## config.mk

```make
export PLATFORM = sky130hd
export DESIGN_NAME = riscv_skid_execute
export DESIGN_NICKNAME = d
export VERILOG_FILES = /design/src/rtl/riscv_skid_execute.sv
export SDC_FILE = /design/constraint.sdc
export NUM_CORES = 1
export LEC_CHECK = 0
export CAP_MARGIN = 20
export CORE_MARGIN = 2
export CORE_UTILIZATION = 50
export CTS_BUF_LIST = sky130_fd_sc_hd__clkbuf_16
export CTS_CLUSTER_SIZE = 12
export DETAILED_ROUTE_END_ITERATION = 8
export PLACE_DENSITY_LB_ADDON = 0.05
export SLEW_MARGIN = 20
export SYNTH_ARGS = -nofsm -noshare
export SYNTH_HDL_FRONTEND = slang
export SYNTH_SLANG_ARGS = --single-unit
```

## constraint.sdc

```tcl
create_clock -name i_clk -period 1.9 [get_ports i_clk]
set_input_delay 0.38 -clock i_clk [delete_from_list [all_inputs] [get_ports i_clk]]
set_output_delay 0.38 -clock i_clk [all_outputs]
set_load 0.01 [all_outputs]
```

## src/rtl/riscv_skid_execute.sv

```systemverilog
// Execute-to-memory elastic pipeline register with a one-entry skid slot, flush and a
// saturating backpressure counter. Upstream sees a registered ready.
module riscv_skid_execute #(
  parameter int unsigned                 XLEN          = 32,
  parameter int unsigned                 PAYLOAD_W     = 2 * XLEN + 12,
  parameter logic [PAYLOAD_W-1:0]        REGISTER_INIT = '0,
  parameter int unsigned                 CNT_W         = 16
) (
  input  logic                 i_clk,
  input  logic                 i_rst,
  input  logic                 i_valid,
  output logic                 o_ready,
  input  logic [PAYLOAD_W-1:0] i_data,
  output logic                 o_valid,
  input  logic                 i_ready,
  output logic [PAYLOAD_W-1:0] o_data,
  input  logic                 i_flush,
  output logic [1:0]           o_occupancy,
  output logic [CNT_W-1:0]     o_bp_cycles,
  input  logic                 i_bp_clr
);

  typedef enum logic [1:0] {StEmpty, StOne, StTwo} state_e;

  state_e                 state_q, state_d;
  logic [PAYLOAD_W-1:0]   main_q, main_d;
  logic [PAYLOAD_W-1:0]   skid_q, skid_d;
  logic                   ready_q;
  logic [CNT_W-1:0]       bp_q, bp_d;
  logic                   xfer_in, xfer_out;

  assign o_valid  = (state_q != StEmpty);
  assign o_ready  = ready_q;
  assign o_data   = main_q;
  assign o_bp_cycles = bp_q;
  assign xfer_in  = i_valid & ready_q;
  assign xfer_out = o_valid & i_ready;

  always_comb begin
    state_d = state_q;
    main_d  = main_q;
    skid_d  = skid_q;
    if (i_flush) begin
      // Flush wins over any same-cycle transfer; data registers are left as-is.
      state_d = StEmpty;
    end else begin
      unique case (state_q)
        StEmpty: begin
          if (xfer_in) begin
            main_d  = i_data;
            state_d = StOne;
          end
        end
        StOne: begin
          if (xfer_in && xfer_out) begin
            main_d = i_data;
          end else if (xfer_in) begin
            skid_d  = i_data;
            state_d = StTwo;
          end else if (xfer_out) begin
            state_d = StEmpty;
          end
        end
        StTwo: begin
          if (xfer_out) begin
            main_d  = skid_q;
            state_d = StOne;
          end
        end
        default: state_d = StEmpty;
      endcase
    end
  end

  always_comb begin
    bp_d = bp_q;
    if (i_bp_clr) begin
      bp_d = '0;
    end else if (o_valid && !i_ready && (bp_q != {CNT_W{1'b1}})) begin
      bp_d = bp_q + {{(CNT_W-1){1'b0}}, 1'b1};
    end
  end

  always_comb begin
    o_occupancy = 2'd0;
    unique case (state_q)
      StEmpty: o_occupancy = 2'd0;
      StOne:   o_occupancy = 2'd1;
      StTwo:   o_occupancy = 2'd2;
      default: o_occupancy = 2'd0;
    endcase
  end

  always_ff @(posedge i_clk) begin
    if (i_rst) begin
      state_q <= StEmpty;
      main_q  <= REGISTER_INIT;
      skid_q  <= REGISTER_INIT;
      ready_q <= 1'b1;
      bp_q    <= '0;
    end else begin
      state_q <= state_d;
      main_q  <= main_d;
      skid_q  <= skid_d;
      ready_q <= (state_d != StTwo);
      bp_q    <= bp_d;
    end
  end

endmodule

```

Yosys cells after proc, flatten, opt, wreduce, memory -nomap -nowiden
Cells that the tools add are included.
{"block": "word_totals", "ff_bits": 171, "input_bits": 82, "output_inout_bits": 96, "elab_cells": 39}
{"block": "op_classes", "add_sub_neg": 1, "eq_ne": 7, "mux": 12, "bitwise_logic": 4, "n_reduce_logical": 10}
{"op": "two-way mux 76 bit", "count": 3}
{"op": "case mux 76 bit (3 select lines)", "count": 1}
{"op": "adder 16 x 1 -> 16 bit, second input constant", "count": 1}
{"op": "inequality test 16 bit, second input constant", "count": 1}
{"op": "two-way mux 2 bit", "count": 6}
{"op": "inequality test 2 bit, second input constant", "count": 4}
{"op": "case mux 2 bit (3 select lines)", "count": 1}
{"op": "AND reduction 5 bit", "count": 1}
{"op": "case mux 2 bit (2 select lines)", "count": 1}
{"op": "AND reduction 4 bit", "count": 1}
{"op": "logical AND 1 bit", "count": 3}
{"op": "nonzero test 3 bit", "count": 1}
{"op": "bitwise AND 1 bit", "count": 2}
{"op": "equality test 2 x 1 -> 1 bit, second input constant", "count": 1}
{"op": "equality test 2 bit, second input constant", "count": 1}
{"op": "logical NOT 2 bit", "count": 1}
{"op": "inverter 1 bit", "count": 2}
{"op": "nonzero test 2 bit", "count": 1}
{"op": "OR reduction 2 bit", "count": 1}
{"op": "logical NOT 1 bit", "count": 1}

Logic depth before layout (Yosys ltp)
{"block": "logic_depth", "ltp_word": 8, "mapped_depth": 8, "mapped_depth_nobuf": 5}

Worst setup path before layout
OpenSTA, ideal clock, no wires.
{"block": "synth_timing", "path_kind": "register -> register", "from": "reg bp_q[0], in the netlist o_bp_cycles[0]", "to": "reg bp_q[6], in the netlist o_bp_cycles[6]", "setup_ns": 0.070, "t_arrival_ns": 1.610, "required_time_ns": 1.830, "setup_slack_ns": 0.220, "stages_incl_launch_ff": 6, "n_path_buf": 0, "period_less_slack_ns": 1.680, "path_cell_list": "dfxtp_1 -> ha_1 -> nand3_1 -> or2_1 -> or4_1 -> a21oi_1"}
{"block": "synth_via", "elab_chain_len": 2, "elab_cells_between_ends": 3, "classes_between": "add/sub (1); eq/ne (1); reduce/logical (1)"}
{"element": "start, declared", "line_no": "29", "text": "logic [CNT_W-1:0] bp_q, bp_d;"}
{"element": "start signal, assigned", "line_no": "106", "text": "bp_q <= bp_d;"}
{"element": "branches (longest 2 deep; another with adder 16 x 1 -> 16 bit)"}
Parallel ways; which one is timed is not known.
A chain may end at the register's enable or synchronous reset.

Worst setup path after layout
{"block": "layout_timing", "from": "reg bp_q[4], in the netlist o_bp_cycles[4]", "to": "out o_bp_cycles[4]"}
{"element": "end, declared", "line_no": "19", "text": "output logic [CNT_W-1:0] o_bp_cycles,"}
No word-level cell between the ends.

==> impl_results.rst <==
.. list-table::
   :header-rows: 1

   * - Metric
     - Value
   * - Worst setup timing slack at the placement stage
     - -0.1797 ns
   * - Vias in the first global route
     - 6350
   * - Wire length of the first global-routing pass
     - 31.60 mm
   * - Deepest clock path buffer count
     - 2
   * - Area of the core
     - 0.01509 sq mm
   * - Post-synthesis instance area
     - 0.007676 sq mm
   * - Number of top-level pins
     - 178
   * - Quantity of hold-fixing buffers added after cts
     - 0
   * - Antenna fix cells
     - 0
   * - Total of buffers placed on input and output ports
     - 177
   * - Die height
     - 127.9 microns
   * - Total of flip-flops plus latches after synthesis
     - 171
   * - Clock input transition at the sequential cells of the worst setup and hold paths
     - 0.07 ns
   * - DRC errors left
     - 0
   * - Most common flop cell mapped by yosys
     - sky130_fd_sc_hd__dfxtp_1
   * - Unrepaired setup endpoints after global routing
     - false
   * - Wire per inst
     - 15.36 microns
   * - First-pass DRT Iterations
     - 6
   * - Sort of element at the end of the critical path
     - output port
   * - Fin crit share
     - 0.9672
   * - Adder-cell share of the synthesized area
     - 0.001630
   * - Number of antenna violations at the first check in global routing
     - 0
   * - Arrival time at the worst endpoint
     - 1.46 ns
   * - Ordered cell list for the critical path
     - clkdlybuf4s50_1
   * - Sequential-to-total area share from yosys stat
     - 0.4460
   * - Synth Net Count
     - 976
   * - Run status
     - completed
   * - Slowest Stage Delay on Critical Path
     - 0.58 ns
   * - Area growth syn-to-layout
     - 34.80%
   * - Simple-Gate Fraction of Synth Area
     - 0.1775
   * - Largest net degree at the start of global routing
     - 91
   * - Sequential cell area in the final layout
     - 0.003430 sq mm
   * - Routed vias
     - 6895
   * - Worst Path Max Fanout
     - 8
   * - Vias/cell
     - 5.543
   * - Initial core utilization
     - 0.5087
   * - Area of the multi-input gates
     - 0.003871 sq mm
   * - Ratio of cells with drive above 1 in the final layout
     - 0.08428
   * - CP Launch Type
     - register
   * - Remaining max-slew budget at the tightest pin
     - 0.6098
   * - Number of setup buffers added after CTS
     - 0
   * - Number of rows created at floorplan
     - 45
   * - Total count of hold-check failures in the final report
     - 0
   * - Reported max-cap violation count
     - 0
   * - Aggregate global-route resource usage
     - 0.2390
   * - Smallest setup slack after layout
     - 0.06237 ns
   * - HPWL reported at the end of detailed placement
     - 12.68 mm
   * - Overall overflow remaining after global route
     - 0
   * - Share of synthesized registers carrying an async set or reset
     - 0
   * - Transition at the pin with the smallest max-transition slack
     - 0.5853 ns
   * - Routability Congestion
     - 0.8108
   * - Setup CP Type
     - reg2out
   * - Ratio of total power to cell area
     - 761.2 mW/mm^2
   * - Clock network latency to the later pin of the worst-skew pair
     - 0.43 ns
   * - Clock tree root buffer cell
     - sky130_fd_sc_hd__clkbuf_16
   * - Class of the worst hold path
     - in2reg
   * - Critical-path top delay cell
     - sky130_fd_sc_hd__clkdlybuf4s50_1
   * - Number of fillers in the final layout
     - 1266
   * - Dominant combinational cell family by area after synthesis
     - compound AO/OA/AOI/OAI gates
   * - Top cell family by delay on the critical path
     - buffers and inverters
   * - Peak supply drop
     - 679.3 uV
   * - Shortest period the worst path allows
     - 1.838 ns
   * - Number of warning messages in the yosys log
     - 0
   * - Final number of max-transition violations
     - 0
   * - Sinks on Clock Net
     - 171
   * - Synth unique cells
     - 43
   * - Highest Clock Rate
     - 544.2 MHz
   * - Total Wirelength
     - 19.11 mm
   * - Antenna-violating nets left
     - 0
   * - Number of buffers and inverters on the critical path
     - 1
   * - Post-Syn Area per Cell
     - 8.596 sq um
   * - Fraction of the mapped netlist area in compound gates
     - 0.2223
   * - Post-synthesis xor/xnor area fraction
     - 0.001141
   * - EDFF count, synth
     - 0
   * - Final instance count without filler cells
     - 1244
   * - Final Net Count
     - 1126
   * - TritonCTS buffer count
     - 17
   * - Iteration-0 DRC count of the detailed router
     - 479
   * - Data required time at the worst endpoint
     - 1.52 ns
   * - Finish-stage setup viols
     - 0
   * - Number of instances in the placed design
     - 1212
   * - Chip width
     - 127.9 microns
   * - Overall die area
     - 0.01636 sq mm
   * - CTS HTree Levels
     - 4
   * - Clock skew
     - 0.01018 ns
   * - Multiplexer area fraction after synthesis
     - 0.1004
   * - P_leak
     - 0.004114 uW
   * - Synthesized instance count
     - 893
   * - Clock tree from TritonCTS
     - built
cell families (layout without fill, tap and decap cells):
| group | Yosys count | after routing |
|---|---|---|
| and+or+nand+nor | 286 | 286 |
| AOI/OAI and AO/OA | 265 | 265 |
| DFF | 171 | 171 |
| buffers and inverters | 92 | 255 |
| muxes | 77 | 77 |
| adders and majority gates | 1 | 1 |
| xor gates and xnor gates | 1 | 1 |
layout by cell type (no fill, tap or decap), types with 2 or more instances in the layout:
cell,count
sky130_fd_sc_hd__a21oi_1,85
sky130_fd_sc_hd__a31oi_1,3
sky130_fd_sc_hd__a41o_1,2
sky130_fd_sc_hd__and3_1,3
sky130_fd_sc_hd__and4_1,2
sky130_fd_sc_hd__buf_12,13
sky130_fd_sc_hd__buf_4,30
sky130_fd_sc_hd__clkbuf_16,17
sky130_fd_sc_hd__clkdlybuf4s50_1,172
sky130_fd_sc_hd__clkinv_1,3
sky130_fd_sc_hd__clkinv_2,2
sky130_fd_sc_hd__clkinv_4,4
sky130_fd_sc_hd__clkinvlp_4,3
sky130_fd_sc_hd__dfxtp_1,166
sky130_fd_sc_hd__dfxtp_2,5
sky130_fd_sc_hd__dlygate4sd2_1,3
sky130_fd_sc_hd__inv_1,4
sky130_fd_sc_hd__inv_6,2
sky130_fd_sc_hd__mux2i_1,77
sky130_fd_sc_hd__nand2_1,165
sky130_fd_sc_hd__nand3_1,6
sky130_fd_sc_hd__nand4_1,6
sky130_fd_sc_hd__nor2_1,7
sky130_fd_sc_hd__nor2b_1,77
sky130_fd_sc_hd__nor3_1,2
sky130_fd_sc_hd__nor4_1,2
sky130_fd_sc_hd__o211ai_1,3
sky130_fd_sc_hd__o21ai_0,82
sky130_fd_sc_hd__o31ai_1,5
sky130_fd_sc_hd__o41ai_1,73
sky130_fd_sc_hd__o41ai_2,4
sky130_fd_sc_hd__or2_2,2
sky130_fd_sc_hd__or3_1,5
sky130_fd_sc_hd__or4_1,4
sequential cells by signal, summed over array words and instances (netlist names):
register	cells
o_ready	1
o_data	76
skid_q	76
o_bp_cycles	16
state_q	2
final timing paths:
kind	start	endpoint	slack, ns	cells past startpoint
setup / recovery	o_bp_cycles[4]$_SDFFE_PP0P_	o_bp_cycles[4]	0.06	1
hold / removal	i_rst	skid_q[75]$_SDFFE_PP0P_	0.33	2
hold reg to reg	skid_q[26]$_SDFFE_PP0P_	skid_q[26]$_SDFFE_PP0P_	0.45	2
setup reg to reg	o_bp_cycles[0]$_SDFFE_PP0P_	o_bp_cycles[4]$_SDFFE_PP0P_	0.21	6
where the power goes:
group / switching (uW) / internal (uW) / total, uW
clock network: 1460 / 1800 / 3260
logic: 419 / 465 / 884
registers: 54.3 / 3680 / 3740
layout make-up:
cell class,instances,area share
Clock buffer,17,0.04111
Clock inverter,15,0.01221
Inverter,4,0.001451
Multi-Input combinational cell,630,0.3741
Sequential cell,171,0.3314
Tap cell,188,0.02273
Timing Repair Buffer,219,0.2169
routing by layer:
metal	up-vias	wire length (microns)	share of wire	track usage
met5	-	0	0	0
met3	21	1010	0.053	0.05843
met1	3207	8623	0.45	0.3131
met4	0	260	0.014	0.06852
met2	166	9214	0.48	0.3938
li1	3501	-	-	-
metrics by stage:
step             util  instance area (sq um)  hold WS, ns  power [uW]  TNS, ns
2_1_floorplan       -                   7676       0.4357        4207        0
3_3_place_gp   0.6490                   9793       0.4404        4696   -16.03
3_5_place_dp   0.6490                   9793       0.4461        4702   -21.05
4_1_cts        0.6854                  10340       0.3227        7949        0
5_1_grt        0.6857                  10350       0.3352        8177        0
6_report       0.6857                  10350       0.3304        7876        0
timing repair:
item,4_1_cts,5_1_grt
endpoints found under the setup margin,3,4
pin swaps,0,0
resized for setup,4,4
cells in the mapped netlist (2+ instances only):
master,n,area [sq um]
sky130_fd_sc_hd__dfxtp_1,171,3423
sky130_fd_sc_hd__nand2_1,165,619.3
sky130_fd_sc_hd__a21oi_1,85,425.4
sky130_fd_sc_hd__o21ai_0,82,410.4
sky130_fd_sc_hd__mux2i_1,77,770.7
sky130_fd_sc_hd__nor2b_1,77,481.7
sky130_fd_sc_hd__o41ai_1,73,639.4
sky130_fd_sc_hd__clkbuf_1,62,232.7
sky130_fd_sc_hd__buf_2,19,95.09
sky130_fd_sc_hd__nor2_1,7,26.28
sky130_fd_sc_hd__nand3_1,6,30.03
sky130_fd_sc_hd__nand4_1,6,37.54
sky130_fd_sc_hd__o31ai_1,5,37.54
sky130_fd_sc_hd__or3_1,5,31.28
sky130_fd_sc_hd__inv_1,4,15.01
sky130_fd_sc_hd__o41ai_2,4,65.06
sky130_fd_sc_hd__or4_1,4,30.03
sky130_fd_sc_hd__a31oi_1,3,18.77
sky130_fd_sc_hd__and3_1,3,18.77
sky130_fd_sc_hd__and4_1,3,26.28
sky130_fd_sc_hd__buf_4,3,22.52
sky130_fd_sc_hd__o211ai_1,3,22.52
sky130_fd_sc_hd__a41o_1,2,20.02
sky130_fd_sc_hd__buf_1,2,7.510
sky130_fd_sc_hd__nor3_1,2,10.01
sky130_fd_sc_hd__nor4_1,2,12.51
sky130_fd_sc_hd__or2_2,2,12.51
Power figures use the tool's default switching activity.
